### src/rtl/cache_ctrl_fsm.sv
`default_nettype none
// ============================================================================
// Module      : cache_ctrl_fsm
// Description : Miss-sequencing controller for a direct-mapped cache in front
//               of a four-banked main memory. On a miss it latches the CPU
//               request, optionally writes back the dirty victim line (WB0-3),
//               refills the line (RD0-3, FILL2-3), updates tag/data (UPD) and
//               signals completion (DONE). It also forms the memory address for
//               each burst beat and keeps a saturating miss counter.
// Ports       : clk, rst_n         - clock, asynchronous active-low reset
//               rd, wr, addr,
//               data_in            - CPU request (sampled only in IDLE)
//               hit, valid, dirty,
//               tag_out            - lookup result for the indexed line
//               mem_stall          - freezes the burst states
//               state              - 4-bit controller state code
//               req_addr/req_data/
//               req_wr             - latched request
//               mem_addr           - main-memory address
//               err                - rd and wr together while IDLE
//               miss_count         - saturating miss counter
// Revision    : 1.0 - initial release
// ============================================================================
module cache_ctrl_fsm #(
    parameter int MISS_CNT_W = 16
) (
    input  logic                  clk,
    input  logic                  rst_n,
    input  logic                  rd,
    input  logic                  wr,
    input  logic [15:0]           addr,
    input  logic [15:0]           data_in,
    input  logic                  hit,
    input  logic                  valid,
    input  logic                  dirty,
    input  logic [4:0]            tag_out,
    input  logic                  mem_stall,
    output logic [3:0]            state,
    output logic [15:0]           req_addr,
    output logic [15:0]           req_data,
    output logic                  req_wr,
    output logic [15:0]           mem_addr,
    output logic                  err,
    output logic [MISS_CNT_W-1:0] miss_count
);

    localparam logic [3:0] S_IDLE  = 4'b0000;
    localparam logic [3:0] S_WB0   = 4'b0001;
    localparam logic [3:0] S_WB1   = 4'b0010;
    localparam logic [3:0] S_WB2   = 4'b0011;
    localparam logic [3:0] S_WB3   = 4'b0100;
    localparam logic [3:0] S_RD0   = 4'b0101;
    localparam logic [3:0] S_RD1   = 4'b0110;
    localparam logic [3:0] S_RD2   = 4'b0111;
    localparam logic [3:0] S_RD3   = 4'b1000;
    localparam logic [3:0] S_FILL2 = 4'b1001;
    localparam logic [3:0] S_FILL3 = 4'b1010;
    localparam logic [3:0] S_UPD   = 4'b1011;
    localparam logic [3:0] S_DONE  = 4'b1100;

    logic [3:0]            state_q, state_d;
    logic [15:0]           req_addr_q;
    logic [15:0]           req_data_q;
    logic                  req_wr_q;
    logic [4:0]            victim_q;
    logic [MISS_CNT_W-1:0] miss_count_q;

    logic                  w_idle;
    logic                  w_miss;
    logic [1:0]            w_word;

    assign w_idle = (state_q == S_IDLE);
    // Exactly one of rd/wr, and the lookup did not hit a valid line.
    assign w_miss = w_idle & (rd ^ wr) & ~(hit & valid);

    // Burst states WB0..FILL3 advance by one code per unstalled cycle, which
    // also carries WB3 into RD0 and FILL3 into UPD.
    always_comb begin
        state_d = state_q;
        case (state_q)
            S_IDLE: begin
                if (w_miss) begin
                    state_d = (valid & dirty) ? S_WB0 : S_RD0;
                end
            end
            S_WB0, S_WB1, S_WB2, S_WB3,
            S_RD0, S_RD1, S_RD2, S_RD3,
            S_FILL2, S_FILL3: begin
                if (!mem_stall) begin
                    state_d = state_q + 4'd1;
                end
            end
            S_UPD:   state_d = S_DONE;
            S_DONE:  state_d = S_IDLE;
            default: state_d = S_IDLE;
        endcase
    end

    always_ff @(posedge clk or negedge rst_n) begin
        if (!rst_n) begin
            state_q      <= S_IDLE;
            req_addr_q   <= '0;
            req_data_q   <= '0;
            req_wr_q     <= 1'b0;
            victim_q     <= '0;
            miss_count_q <= '0;
        end else begin
            state_q <= state_d;
            if (w_miss) begin
                req_addr_q <= addr;
                req_data_q <= data_in;
                req_wr_q   <= wr;
                victim_q   <= tag_out;
                if (miss_count_q != '1) begin
                    miss_count_q <= miss_count_q + MISS_CNT_W'(1);
                end
            end
        end
    end

    // Word index within the burst: WB0..WB3 are codes 1..4 and RD0..RD3 are
    // codes 5..8, so (code - 1) mod 4 gives the beat number for both.
    assign w_word = state_q[1:0] - 2'd1;

    always_comb begin
        mem_addr = req_addr_q;
        case (state_q)
            S_WB0, S_WB1, S_WB2, S_WB3:
                mem_addr = {victim_q, req_addr_q[10:3], w_word, 1'b0};
            S_RD0, S_RD1, S_RD2, S_RD3:
                mem_addr = {req_addr_q[15:3], w_word, 1'b0};
            default:
                mem_addr = req_addr_q;
        endcase
    end

    assign err        = rd & wr & w_idle;
    assign state      = state_q;
    assign req_addr   = req_addr_q;
    assign req_data   = req_data_q;
    assign req_wr     = req_wr_q;
    assign miss_count = miss_count_q;

endmodule
`default_nettype wire

### config.mk
export PLATFORM = sky130hd
export DESIGN_NAME = cache_ctrl_fsm
export DESIGN_NICKNAME = d
export VERILOG_FILES = /design/src/rtl/cache_ctrl_fsm.sv
export SDC_FILE = /design/constraint.sdc
export NUM_CORES = 1
export LEC_CHECK = 0
export ABC_AREA = 1
export ABC_CLOCK_PERIOD_IN_PS = 2029
export CORE_UTILIZATION = 45
export CTS_BUF_LIST = sky130_fd_sc_hd__clkbuf_4 sky130_fd_sc_hd__clkbuf_8
export DETAILED_ROUTE_END_ITERATION = 6
export PLACE_DENSITY = 0.9
export SLEW_MARGIN = 0
export SYNTH_ARGS = -nofsm -noshare
export SYNTH_HDL_FRONTEND = slang
export SYNTH_SLANG_ARGS = --single-unit
### constraint.sdc
create_clock -name clk -period 2.03 [get_ports clk]
set_input_delay 0.3045 -clock clk [delete_from_list [all_inputs] [get_ports clk]]
set_output_delay 0.3045 -clock clk [all_outputs]
set_load 0.03 [all_outputs]
# [Yosys cells after proc, flatten, opt, wreduce, memory -nomap -nowiden]
# Cells that the tools add are included.
[totals] wordCells=42 inputBits=45 register_bits=58 out_inout_bits=70
[classes] muxes=5 add_sub_neg=3 n_bitwise=8 reduce_logical=6 eq_ne=14
[op_table] op="$pmux 16 s2" n=1
[op_table] op="$add 16x1->16 const B" n=1
[op_table] op="$eq 4x3->1 const B" n=4
[op_table] op="$eq 4x4->1 const B" n=4
[op_table] op="$ne 16x16->1 const B" n=1
[op_table] op="$pmux 4 s3" n=1
[op_table] op="$reduce_or 10->1" n=1
[op_table] op="$eq 4x2->1 const B" n=2
[op_table] op="$mux 4" n=2
[op_table] op="$reduce_or 4->1" n=2
[op_table] op="$and 1x1->1" n=6
[op_table] op="$add 4x1->4 const B" n=1
[op_table] op="$eq 4x1->1 const B" n=1
[op_table] op="$logic_not 4->1" n=1
[op_table] op="$reduce_and 2->1" n=2
[op_table] op="$mux 3" n=1
[op_table] op="$ne 2x1->1 const B" n=1
[op_table] op="$ne 2x2->1 const B" n=1
[op_table] op="$sub 2x1->2 const B" n=1
[op_table] op="$not 1->1" n=1
[op_table] op="$xor 1x1->1" n=1

# [Longest topological paths before layout]
[logic_depth] word_depth=5 ltp_mapped=10 depth_no_buf=10

# [Worst setup path after synthesis]
# OpenSTA, ideal clock, no wires.
[synth_timing] path_type="register -> output" start="reg state_q[0], in the netlist state[0]" end="out mem_addr[1]" t_arrival_ns=2.144 t_required_ns=1.725 path_stages_with_launch=8 path_slack_ns=-0.418 cell_sequence="dfrtp_1 inv_1 ha_1 nand3_1 nand2_1 nor2_4 nand2_1 o21ai_0"
[synth_between] elab_chain_len=3
[synth_lines] element="start, declared" line="61" rtl="logic [3:0] state_q, state_d;"
[synth_lines] element="start signal, assigned" line="108" rtl="state_q <= state_d;"
[synth_lines] element="$eq 4x3->1, or another cell as far along" line="127" rtl="case (state_q)"
[synth_lines] element="$reduce_or 4->1" line="127"
[synth_lines] element="$pmux 16 s2 *" line="127"
[synth_lines] element="end, declared" line="42" rtl="output logic [15:0] mem_addr,"
# Mark *: on every way between the ends. The rest lies on a longest branch, timed or not.

# [Final worst setup path]
[layout_timing] start="reg state_q[0], in the netlist state[0]" end="out mem_addr[0]"
# Same word-level chain as after synthesis.

==> metrics.md <==
| Metric | Value |
|---|---|
| Starting density of the core | 46.71% |
| Reg2reg path depth | 12 |
| Setup TNS | -0.8751 ns |
| RR Endpoint | state[3] |
| Hold Startpoint | req_data[2] |
| Critical path class | register to output pin |
| RSZ-0062 raised after global routing | yes |
| Final Hold Fails | 0 |
| YS warnings | 0 |
| Maximum vdd drop | 1.124 mV |
| Power per cell area | 1778 mW/mm² |
| Drt total wl | 8464 µm |
| Initial DRC count | 207 |
| Hold Crit Endpoint | req_data[2] |
| Most frequent cells in the layout | nand2_1, clkdlybuf4s50_1, dfrtp_1, inv_1, buf_4 |
| Worst R2R Setup Slack | 0.14 ns |
| Clk slew on worst S/H paths | 0.07 ns |
| Clk_lat worst skew | 0.33 ns |
| Post-synthesis cell area | 0.002983 mm² |
| Cells after DPL | 561 |
| I/O pin count | 115 |
| Final setup fails | 8 |
| TritonCTS Buffers | 9 |
| DRT Pass-1 Iters | 4 |
| CTS Buffer Depth | 2 |
| Maximum operating frequency | 461.3 MHz |
| Post-synthesis sequential area ratio | 48.66% |
| Clock skew | 0.008384 ns |
| Layout cells sized above 1 | 14.93% |
| Post-DRT Antenna Nets | 0 |
| Fin cells | 586 |
| Full die area | 0.006958 mm² |
| Via count | 2,958 |
| Crit Path Max Fanout | 5 |
| Failing checks | negative setup slack |
| # rows | 29 |
| Synth unique cells | 27 |
| Routability Congestion | 0.8672 |
| Synth Area per Inst | 7.850 µm² |
| CTS root buf | clkbuf_8 |
| Crit path arrival time | 1.86 ns |
| Hold crit path type | register to register |
| CTS sink cnt | 58 |
| Commonest non-fill, non-tap cell in the layout | nand2_1 |
| Filler Cell Count | 470 |
| Critical Path RT | 1.73 ns |
| DIE HEIGHT | 83.42 µm |
| Synth Instances | 380 |
| Grt ovf | 0 |
| Leak pwr | 2.135 nW |
| Worst reg2reg startpoint | state[0] |
| Number of global-route vias before repair | 2,968 |
| Max transition margin | 64.32% |
| CORE AREA | 0.006386 mm² |
| Fin. max-slew vios | 0 |
| Outcome | complete, but fails checks |
| Area grow syn2layout | 52.35% |
| Final period utilization | 106.8% |
| CTS tree | built |
| Worst-Margin Slew | 0.5352 ns |
| Max capacitance violation total | 0 |
| Antenna cells | 0 |
| Final min period | 2.168 ns |
| Initial antenna violation count | 0 |
| Detailed placement HPWL | 5707 µm |
| Global-route wire length before repair | 13,840 µm |
| Flops & latches, synth | 58 |
| Most used cell along the critical path | nor2_4 |
| Hold-critical path depth | 2 |
| GR Util All Layers | 25.28% |
| Port bufs | 114 |
| Net count after synthesis | 431 |
| WL per Instance | 14.44 µm |
| Cell Chain, Critical Path | inv_4 -> ha_4 -> nor2_4 -> nor2_4 -> nor2_4 -> nand2_4 -> buf_6 -> nor2_4 -> buf_6 |
| Worst setup SP type | register |
| Post-DR vias/cell | 5.048 |
| Horiz. Die Dim | 83.42 µm |
| Final worst slack | -0.1378 ns |
| CP peak stage delay | 0.46 ns |
| H-Tree Depth | 3 |
| Residual DRC count | 0 |
| CP Capture Type | output pin |
| CP max stage cell | dfrtp_2 |
| Final Net Count | 557 |
| Largest net degree at the start of global routing | 27 |
## worst max-delay path by stage
stage               startpoint      endpoint  slack [ns]  depth (start not counted)
detailed placement    state[1]   mem_addr[2]       -0.08                          9
floorplan             state[1]  mem_addr[11]       -0.09                          7
finish                state[0]   mem_addr[0]       -0.14                          9
global route          state[3]  mem_addr[13]       -0.22                          7
CTS                   state[0]  mem_addr[15]       -0.10                          6
global placement      state[0]   mem_addr[2]        0.02                          9
## registers in the layout, summed over array words and instances, names as in the netlist
register and count:
miss_count 16, req_addr 16, req_data 16, victim_q 5
state 4, req_wr 1
## critical path: cells and delay by family, from the launching register on
family / cells / cell delay (ns)
flip-flops: 1 / 0.46
adder cells (fa/ha/maj): 1 / 0.18
buffers and inverters: 3 / 0.34
AND/OR/NAND/NOR: 5 / 0.54
## stage by stage
stage | utilization (%) | area [µm²] | hold WS, ns | worst slack [ns] | total power [W]
after detailed placement | 65.20 | 4164 | 0.3204 | -0.07807 | 0.006598
after floorplan | - | 3007 | 0.008909 | -0.08707 | 0.004907
final | 71.16 | 4544 | 0.4733 | -0.1378 | 0.008078
after CTS | 70.44 | 4498 | 0.4771 | -0.1040 | 0.007875
after global routing | 71.16 | 4544 | 0.4981 | -0.2153 | 0.008509
after global placement | 65.20 | 4164 | 0.3053 | 0.01892 | 0.006475
## where the power goes
group          switching, W  total (W)  internal (W)
Combinational       0.00305    0.00507       0.00202
Clock              0.000423   0.000961      0.000538
Sequential         0.000412    0.00205       0.00164
Total               0.00388    0.00808       0.00420
## area by class of cell
class | instances | area, µm² | share of cell area, %
flip-flops and latches | 58 | 1454 | 31.99
inverters | 31 | 118.9 | 2.616
clock buffers | 14 | 173.9 | 3.827
well taps | 77 | 96.34 | 2.120
repair buffers | 134 | 1292 | 28.44
multi-input cells | 272 | 1409 | 31.00
## metal layers
layer | vias to the layer above | share of wire [%] | wire length, µm | track usage [%]
li1 | 1420 | - | - | -
met1 | 1374 | 40 | 3402 | 29.45
met2 | 135 | 50 | 4254 | 42.62
met3 | 29 | 6.0 | 512 | 5.765
met4 | 0 | 3.5 | 294 | 14.95
met5 | - | 0 | 0 | 0
## synthesized netlist by cell type
master | n | area, µm²
nand2_1 | 171 | 641.9
dfrtp_1 | 58 | 1451
inv_1 | 28 | 105.1
nor2_1 | 23 | 86.33
o21ai_0 | 15 | 75.07
nand3_1 | 14 | 70.07
xor2_1 | 10 | 87.58
buf_4 | 9 | 67.56
o21ai_1 | 7 | 35.03
ha_1 | 6 | 75.07
o22ai_1 | 5 | 31.28
buf_2 | 4 | 20.02
nand4_1 | 4 | 25.02
xnor2_1 | 4 | 35.03
buf_6 | 3 | 33.78
clkbuf_1 | 3 | 11.26
inv_2 | 3 | 11.26
nor2_4 | 3 | 33.78
nor3_1 | 2 | 10.01
a21oi_1 | 1 | 5.000
a21oi_2 | 1 | 8.760
nand2_2 | 1 | 6.260
nand2_4 | 1 | 11.26
nor2_2 | 1 | 6.260
nor2_8 | 1 | 20.02
nor3_2 | 1 | 10.01
o21ai_2 | 1 | 8.760
## cell families after synthesis
group                    synth area share, %
adder cells (fa/ha/maj)                2.517
flip-flops                             48.66
AND/OR/NAND/NOR                        30.87
AO/OA/AOI/OAI                          5.495
XOR/XNOR                               4.110
buffers and inverters                  8.347
## what timing repair did
action,in CTS,in global routing
pin swaps,6,5
hold buffers,1,0
setup buffers,7,3
endpoints found under the setup margin,9,8
endpoints found under the hold margin,22,0
resized for setup,26,6
No activity file was read; power rests on OpenSTA's default activity.
==> patch, RTL diff (same flow settings) <==
Change the parameter `MISS_CNT_W` from 16 to 20.
--- a/src/rtl/cache_ctrl_fsm.sv
+++ b/src/rtl/cache_ctrl_fsm.sv
@@ -24,3 +24,3 @@
 module cache_ctrl_fsm #(
-    parameter int MISS_CNT_W = 16
+    parameter int MISS_CNT_W = 20
 ) (
Ports: changed (resized miss_count); port bits go from 115 to 119. The function was not compared with the original's and may differ.
==> patch against the original RTL <==
  * The flow still finishes with violations (negative setup slack)
  * First-iteration DRC count is 7.7% lower
  * Total power is 2.1% lower
  * Design area increased by 6.2%
  * Synthesized cell count increased by 8.7%
  * Area after synthesis is 5.9% higher
  * Wire length is 1.1% lower
  * Final cell count increased by 9.4%
  * Register-to-register slack got worse by 90 ps
  * Sequential cell count increased by 4
  * Setup slack got worse by 6.9 ps
  * Count of clock-buffer cells in the layout fell by 1
  * Critical endpoint is now mem_addr[12]
  * Highest routed layer unchanged
==> patch: results (changes against the original RTL) <==
- The total global-route track usage is 24.29% (-0.99 points).
- The xor and xnor area share after synthesis is 3.605% (-0.51 points).
- The number of signal-net inverters in the final layout is 32 (+3.2%).
- The worst path setup slack after routing is -144.7 ps (-6.890 ps).
- The flow ran to the end, but the final reports show violations.
- The post-CTS setup-driven buffer insertion count is 2 (-5).
- The met1 wire length came to 3.354 mm (-1.4%).
- The number of nets in the layout is 593 (+6.5%).
- The post-route worst hold slack is 405.3 ps (-67.99 ps).
- The final total negative setup slack was -922.7 ps (-47.61 ps).
- The number of cells upsized or downsized after cts came to 22 (-15%).
- Sorting the synthesized cells by how often they occur yields 187 x nand2_1, 62 x dfrtp_1, 33 x nor2_1, 31 x inv_1, 27 x o21ai_0.
- The worst reg2reg path startpoint is state[1].
- The worst-case register-to-register setup slack is 50 ps (-90 ps).
- In this run the worst setup path terminates at mem_addr[12].
- The share of final-layout standard cells stronger than drive strength 1 is 13.39% (-1.5 points).
- The first-pass GRT wire length is 14.03 mm (+1.4%).
- The met2 wirelength from detailed routing is 4.311 mm (+1.3%).
- The largest net degree at the start of global routing came to 32 (+19%).
- The checks that failed: negative setup slack.
- The final-layout clock-cell area share is 3.683% (-0.14 points).
- The final weighted congestion in routability-driven placement is 0.9606 (+11%).
- The clock-net power is 988 µW (+2.8%).
- The maximum ir drop on the vdd rail was 1185 µV (+5.4%).
- The count of clock buffers in the final design is 13 (-1).
- The share of total power consumed by net switching is 46.73% (-1.3 points).
- The area share of fa/ha/maj cells after synthesis came to 2.377% (-0.14 points).
- The number of buffer cells added on primary ports is 118 (+3.5%).
- The vias per cell came to 4.936 (-2.2%).
- The proportion of cell area occupied by multi-input gates was 31.22% (+0.22 points).
- The proportion of cell area occupied by registers came to 32.21% (+0.22 points).
- The multi-input combinational cell count is 301 (+11%).
- The setup violation total in the final timing report is 8 (unchanged).
- The transition time of the tightest slew-check pin is 490.7 ps (-44.49 ps).
- The reported leakage power is 2.216 nW (+3.8%).
- The post-synthesis compound-gate area fraction is 6.498% (+1.0 points).
patch: cell count changes in the layout (fill, tap and decap cells not counted), moves of 5 or more:
| cell | change |
|---|---|
| nand2_1 | +19 |
| o21ai_0 | +12 |
| nor2_1 | +11 |
| buf_4 | -7 |
| o21ai_1 | -6 |
| clkdlybuf4s50_1 | +5 |
| nand3_1 | -5 |
| o22ai_1 | -5 |
| o22ai_2 | +5 |
| xor2_1 | -5 |
patch: stage by stage:
step | power [mW] | cell area [µm²] | instances | util [%]
after floorplan | 4.834 | 3232 | 413 | -
after global placement | 6.451 | 4523 | 623 | 66.57
after detailed placement | 6.584 | 4523 | 623 | 66.57
after CTS | 7.841 | 4802 | 640 | 70.68
after global routing | 8.351 | 4825 | 641 | 71.01
final | 7.910 | 4825 | 641 | 71.01
patch: critical path: stages, from the launching register on:
cell     delay [ps]
dfrtp_2         440
inv_2           110
ha_2            210
nor2_4           50
nand2_1          70
nand2_2          90
nand2_1          70
nor2_1           40
buf_4           160
o22ai_2         140
buf_6           160
